===== config.mk =====
export PLATFORM = sky130hd
export DESIGN_NAME = id2exe_elastic_reg
export DESIGN_NICKNAME = d
export VERILOG_FILES = /design/src/rtl/pipe_pkg.sv /design/src/rtl/elastic_skid_reg.sv /design/src/rtl/id2exe_elastic_reg.sv
export SDC_FILE = /design/constraint.sdc
export NUM_CORES = 1
export LEC_CHECK = 0
export CAP_MARGIN = 20
export CORE_ASPECT_RATIO = 2
export CORE_MARGIN = 1.5
export CORE_UTILIZATION = 40
export DETAILED_ROUTE_END_ITERATION = 16
export GPL_TIMING_DRIVEN = 0
export PLACE_DENSITY = 0.69
export SYNTH_ARGS = -nofsm -noshare
export SYNTH_HDL_FRONTEND = slang
export SYNTH_HIERARCHICAL = 1
export SYNTH_SLANG_ARGS = --single-unit

===== constraint.sdc =====
create_clock -name clk -period 12.97 [get_ports clk]
set_input_delay 1.297 -clock clk [delete_from_list [all_inputs] [get_ports clk]]
set_output_delay 1.297 -clock clk [all_outputs]
set_load 0.02 [all_outputs]

===== src/rtl/pipe_pkg.sv =====
// Shared pipeline definitions: default field widths, the ID/EXE bundle layout
// and a helper that returns the bundle width for arbitrary field widths.
package pipe_pkg;

   localparam int unsigned DataW = 32;
   localparam int unsigned RegW  = 5;
   localparam int unsigned ExeW  = 3;
   localparam int unsigned MW    = 1;
   localparam int unsigned WbW   = 2;

   // Bundle order, MSB first: {WB, M, EXE, signEx, PC, readData1, readData2, src1, src2}
   typedef struct packed {
      logic [WbW-1:0]   wb;
      logic [MW-1:0]    m;
      logic [ExeW-1:0]  exe;
      logic [DataW-1:0] sign_ex;
      logic [DataW-1:0] pc;
      logic [DataW-1:0] read_data1;
      logic [DataW-1:0] read_data2;
      logic [RegW-1:0]  src1;
      logic [RegW-1:0]  src2;
   } id_exe_t;

   localparam int unsigned IdExeW = $bits(id_exe_t);

   function automatic int unsigned id_exe_w(input int unsigned data_w, input int unsigned reg_w,
                                            input int unsigned exe_w, input int unsigned m_w,
                                            input int unsigned wb_w);
      return wb_w + m_w + exe_w + 4 * data_w + 2 * reg_w;
   endfunction

endpackage


===== src/rtl/elastic_skid_reg.sv =====
// Generic valid/ready pipeline register with a one-entry skid buffer.
// Ports:
//   clk, rst          clock, asynchronous active-high reset
//   flush             synchronous kill of both entries; same-cycle accept dropped
//   valid_i/ready_o   upstream handshake (ready_o registered, = !skid valid)
//   data_i            upstream payload
//   valid_o/ready_i   downstream handshake (valid_o = main valid)
//   data_o            main entry payload
//   occupancy_o       number of held entries, 0..2
module elastic_skid_reg #(
   parameter int unsigned Width = 8
) (
   input  logic             clk,
   input  logic             rst,
   input  logic             flush,
   input  logic             valid_i,
   output logic             ready_o,
   input  logic [Width-1:0] data_i,
   output logic             valid_o,
   input  logic             ready_i,
   output logic [Width-1:0] data_o,
   output logic [1:0]       occupancy_o
);

   logic             main_valid_q, main_valid_d;
   logic             skid_valid_q, skid_valid_d;
   logic             ready_q, ready_d;
   logic [Width-1:0] main_data_q, main_data_d;
   logic [Width-1:0] skid_data_q, skid_data_d;
   logic             accept, release_w;

   assign accept    = valid_i & ready_q;
   assign release_w = main_valid_q & ready_i;

   always_comb begin
      main_valid_d = main_valid_q;
      skid_valid_d = skid_valid_q;
      main_data_d  = main_data_q;
      skid_data_d  = skid_data_q;
      if (flush) begin
         // Data registers are left untouched so outputs do not toggle in a bubble.
         main_valid_d = 1'b0;
         skid_valid_d = 1'b0;
      end else if (!main_valid_q) begin
         if (accept) begin
            main_valid_d = 1'b1;
            main_data_d  = data_i;
         end
      end else if (!skid_valid_q) begin
         if (accept && release_w) begin
            main_data_d = data_i;
         end else if (accept) begin
            skid_valid_d = 1'b1;
            skid_data_d  = data_i;
         end else if (release_w) begin
            main_valid_d = 1'b0;
         end
      end else if (release_w) begin
         // Full: ready_o is low, so only a drain from skid into main can happen.
         main_data_d  = skid_data_q;
         skid_valid_d = 1'b0;
      end
      ready_d = ~skid_valid_d;
   end

   always_ff @(posedge clk or posedge rst) begin
      if (rst) begin
         main_valid_q <= 1'b0;
         skid_valid_q <= 1'b0;
         ready_q      <= 1'b1;
         main_data_q  <= '0;
         skid_data_q  <= '0;
      end else begin
         main_valid_q <= main_valid_d;
         skid_valid_q <= skid_valid_d;
         ready_q      <= ready_d;
         main_data_q  <= main_data_d;
         skid_data_q  <= skid_data_d;
      end
   end

   assign ready_o     = ready_q;
   assign valid_o     = main_valid_q;
   assign data_o      = main_data_q;
   assign occupancy_o = {1'b0, main_valid_q} + {1'b0, skid_valid_q};

   a_skid_implies_main : assert property (@(posedge clk) disable iff (rst)
      skid_valid_q |-> main_valid_q);
   a_ready_is_not_skid : assert property (@(posedge clk) disable iff (rst)
      ready_q == ~skid_valid_q);
   a_stall_stable : assert property (@(posedge clk) disable iff (rst)
      (valid_o && !ready_i) |=> $stable(data_o));

endmodule


===== src/rtl/id2exe_elastic_reg.sv =====
// ID->EXE flow-controlled pipeline register. Packs the decode fields into one
// bundle, passes it through a skid register, and zeroes the EXE/M/WB control
// outputs whenever the stage holds a bubble.
// Ports:
//   clk, rst                  clock, asynchronous active-high reset
//   flush                     kill held entries (taken branch/jump)
//   validIn/readyOut          ID-side handshake
//   *In                       ID data and control fields
//   validOut/readyIn          EXE-side handshake
//   *Out                      EXE-side fields (control zero when !validOut)
//   occupancy                 held entries, 0..2
module id2exe_elastic_reg
   import pipe_pkg::*;
#(
   parameter int unsigned DATA_W = DataW,
   parameter int unsigned REG_W  = RegW,
   parameter int unsigned EXE_W  = ExeW,
   parameter int unsigned M_W    = MW,
   parameter int unsigned WB_W   = WbW
) (
   input  logic              clk,
   input  logic              rst,
   input  logic              flush,
   input  logic              validIn,
   output logic              readyOut,
   input  logic [DATA_W-1:0] signExIn,
   input  logic [DATA_W-1:0] PC_In,
   input  logic [DATA_W-1:0] readData1In,
   input  logic [DATA_W-1:0] readData2In,
   input  logic [EXE_W-1:0]  EXE_In,
   input  logic [M_W-1:0]    M_In,
   input  logic [WB_W-1:0]   WB_In,
   input  logic [REG_W-1:0]  src1In,
   input  logic [REG_W-1:0]  src2In,
   output logic              validOut,
   input  logic              readyIn,
   output logic [DATA_W-1:0] signExOut,
   output logic [DATA_W-1:0] PC_Out,
   output logic [DATA_W-1:0] readData1Out,
   output logic [DATA_W-1:0] readData2Out,
   output logic [EXE_W-1:0]  EXE_Out,
   output logic [M_W-1:0]    M_Out,
   output logic [WB_W-1:0]   WB_Out,
   output logic [REG_W-1:0]  src1Out,
   output logic [REG_W-1:0]  src2Out,
   output logic [1:0]        occupancy
);

   // Same layout as pipe_pkg::id_exe_t, but sized by this instance's parameters.
   typedef struct packed {
      logic [WB_W-1:0]   wb;
      logic [M_W-1:0]    m;
      logic [EXE_W-1:0]  exe;
      logic [DATA_W-1:0] sign_ex;
      logic [DATA_W-1:0] pc;
      logic [DATA_W-1:0] read_data1;
      logic [DATA_W-1:0] read_data2;
      logic [REG_W-1:0]  src1;
      logic [REG_W-1:0]  src2;
   } bundle_t;

   localparam int unsigned BundleW = id_exe_w(DATA_W, REG_W, EXE_W, M_W, WB_W);

   bundle_t in_b;
   bundle_t out_b;
   logic    main_valid;

   always_comb begin
      in_b            = '0;
      in_b.wb         = WB_In;
      in_b.m          = M_In;
      in_b.exe        = EXE_In;
      in_b.sign_ex    = signExIn;
      in_b.pc         = PC_In;
      in_b.read_data1 = readData1In;
      in_b.read_data2 = readData2In;
      in_b.src1       = src1In;
      in_b.src2       = src2In;
   end

   elastic_skid_reg #(
      .Width(BundleW)
   ) u_skid (
      .clk        (clk),
      .rst        (rst),
      .flush      (flush),
      .valid_i    (validIn),
      .ready_o    (readyOut),
      .data_i     (in_b),
      .valid_o    (main_valid),
      .ready_i    (readyIn),
      .data_o     (out_b),
      .occupancy_o(occupancy)
   );

   // Gating uses the registered valid bit only, so flush never reaches these
   // outputs combinationally.
   always_comb begin
      validOut     = main_valid;
      EXE_Out      = main_valid ? out_b.exe : '0;
      M_Out        = main_valid ? out_b.m : '0;
      WB_Out       = main_valid ? out_b.wb : '0;
      signExOut    = out_b.sign_ex;
      PC_Out       = out_b.pc;
      readData1Out = out_b.read_data1;
      readData2Out = out_b.read_data2;
      src1Out      = out_b.src1;
      src2Out      = out_b.src2;
   end

endmodule


==> flow_summary_export.csv <==
group,metric,value,unit
clocking,path_clk_slew,60,ps
yosys,yosys.area.top_type,"dfrtp_1",
clocking,cts_tree,"yes",
global_routing,gr-total-overflow,0,
clocking,hold_buffers,0,
clocking,htreeDepth,1,
critical_path,crit_slowest_cell,"clkdlybuf4s50_1",
finish,layout.cells.non_filler,1558,
placement,dp_hpwl,22.3,mm
critical_path,reg2reg_to,"u_skid/data_o[2]$_DFFE_PP0P_",
finish,areaGrowthSynthToFinish,34.6,%
floorplan,core-area,30900,um^2
finish,final_layout_size_suffix_gt1_share,43.9,%
clocking,cts.path.max_buffers,3,
sta,tns,0,ps
detailed_routing,first_iter_violations,161,
finish,fin_util,54.9,%
sta,period_minus_slack,3440,ps
yosys,synth_top_area_share,57.6,%
critical_path,r2r_start,"u_skid/valid_o$_DFF_PP0_",
finish,final_area,17000,um^2
min_path,hold_depth,1,
finish,final_cell_mix,"mux2_2 (432), clkdlybuf4s50_1 (296), dfrtp_1 (290), clkbuf_1 (32), clkbuf_16 (27)",
sta,hold_viol,0,
sta,clock_skew,17.6,ps
min_path,min_to,"u_skid/data_o[139]$_DFFE_PP0P_",
clocking,cts_root_buffer,"clkbuf_16",
yosys,synth.distinct_cells,20,
placement,portBuffers,296,
global_routing,grt_max_degree,127,
placement,place_ws,9150,ps
critical_path,critPathMaxStageDelay,660,ps
floorplan,die_x,128,um
critical_path,crit_arrival,2140,ps
detailed_routing,wl_per_cell,19.4,um
critical_path,endpoint_kind,"output port",
detailed_routing,ant_nets,0,
critical_path,required,11670,ps
finish,layout_commonest_cell,"mux2_2",
floorplan,io_pins,297,
clocking,post-cts-setup-buffers,0,
placement,placed_area,16100,um^2
detailed_routing,drc,0,
placement,dp_cells,1509,
critical_path,worstPathCellList,"ha_1, inv_1, clkdlybuf4s50_1",
power_and_ir_drop,power_density,165,nW/um^2
detailed_routing,via_count,7653,
sta,slew_headroom,39.0,%
critical_path,reg2reg_slack,10180,ps
sta,rsz0062_at_grt,"no",
power_and_ir_drop,ir_drop,0.144,mV
power_and_ir_drop,p_leak,7.16,nW
min_path,min_from,"u_skid/data_o[139]$_DFFE_PP0P_",
critical_path,cp_max_fo,10,
critical_path,r2r_cells,6,
floorplan,die_y,254,um
yosys,syn_area,12600,um^2
detailed_routing,dr.pass1.iters,3,
yosys,ys_seq_elements,291,
sta,fmax,291,MHz
detailed_routing,viasPerCell,4.91,
placement,place_congestion,0.768,
floorplan,fp-row-count,91,
critical_path,crit_family,"buffers and inverters",
global_routing,grt_pass1_vias,8309,
detailed_routing,wl,30.2,mm
finish,diodes,0,
yosys,synthTopCellsByArea,"dfrtp_1 (58%), mux2_2 (39%), buf_6 (1.1%)",
floorplan,start_util,40.8,%
job,drv_cap,0,
clocking,cts_sinks,291,
global_routing,track_usage,18.8,%
critical_path,cp-start-kind,"flop",
sta,slew_viol_final,0,
clocking,insertion_delay,550,ps
global_routing,antenna_found_initial,2,
status,status,"finished, final reports clean",
min_path,hp-class,"reg2reg",
clocking,cts_buffers,27,
critical_path,worstPathBufferInverterCount,2,
clocking,cts_resized,0,
yosys,netlist_instances,793,
sta,min_period_over_period,26.5,%
finish,num-nets-final,1271,
critical_path,critical_path_class,"reg2out",
sta,worst_pin_slew,914,ps
sta,finalSetupViolations,0,
global_routing,grt_pass1_wl,47.1,mm
sta,worst_slack,9530,ps
yosys,yosysWarnings,6,
yosys,avgSynthCellArea,15.9,um^2
yosys,syn_nets,944,
floorplan,fp.dieArea,32600,um^2
yosys,ys_seq_area_share,57.9,%
==> layer usage <==
layer / vias up / GRT usage (%) / routed length, um
li1: 3499 / - / -
met3: 52 / 4.17 / 1730
met2: 199 / 36.8 / 17300
met1: 3899 / 19.0 / 10200
met4: 4 / 7.09 / 978
met5: - / 0 / 22
==> synth_stat cells (all sizes together) <==
| cell type | instances |
|---|---|
| nand4 | 1 |
| inv | 5 |
| dfrtp | 290 |
| a2bb2oi | 1 |
| nor3 | 1 |
| nand2 | 2 |
| buf | 30 |
| a31oi | 1 |
| dfstp | 1 |
| mux2 | 432 |
| and2 | 6 |
| a211o | 1 |
| nand2b | 1 |
| clkbuf | 16 |
| ha | 2 |
| a21oi | 1 |
| o21ai | 1 |
| a211oi | 1 |
==> power by group <==
part / switching (mW) / internal [mW] / leakage (nW)
combinational: 0.328 / 0.449 / 3.26
sequential: 0.124 / 1.15 / 3.50
clock: 0.333 / 0.416 / 0.392
total: 0.785 / 2.02 / 7.16
==> through the flow <==
| stage | hold slack (ps) | power, mW |
|---|---|---|
| finish | 501 | 2.80 |
| global route | 508 | 2.95 |
| CTS | 504 | 2.85 |
| detailed placement | 489 | 2.08 |
| global placement | 483 | 2.06 |
| floorplan | 473 | 1.70 |
==> flip-flops by register name, summed over array words and instances, names as in the netlist <==
name / flops
u_skid/skid_valid_q: 1
u_skid/valid_o: 1
u_skid/data_o: 144
u_skid/ready_o: 1
u_skid/skid_data_q: 144
==> how the worst max path moves through the flow <==
stage                              from                           end  slack, ps  depth (start not counted)
2_1_floorplan                       rst  u_skid/data_o[0]$_DFFE_PP0P_       3640                          1
3_3_place_gp                        rst  u_skid/data_o[7]$_DFFE_PP0P_       -200                          2
3_5_place_dp                    readyIn  u_skid/data_o[7]$_DFFE_PP0P_       9150                          6
4_1_cts        u_skid/valid_o$_DFF_PP0_                  occupancy[0]       9510                          3
5_1_grt        u_skid/valid_o$_DFF_PP0_                  occupancy[0]       9410                          3
6_report       u_skid/valid_o$_DFF_PP0_                  occupancy[0]       9530                          3
==> final cells by class <==
cell class / instances / area, um^2
multi-input cells: 451 / 5000
clock buffers: 48 / 805
inverters: 5 / 26.3
plain buffers: 46 / 288
clock inverters: 1 / 8.76
flip-flops and latches: 291 / 7280
well taps: 418 / 523
fillers: 2619 / 13900
repair buffers: 298 / 3020
==> kinds of logic after synthesis <==
kind of cell | after synthesis | share of synthesized area (%)
mux | 432 | 38.6
fa+ha+maj | 2 | 0.199
simple gates | 11 | 0.497
flops | 291 | 57.9
compound gates | 6 | 0.368
buf+inv | 51 | 2.44
No activity file was read; power rests on OpenSTA's default activity.
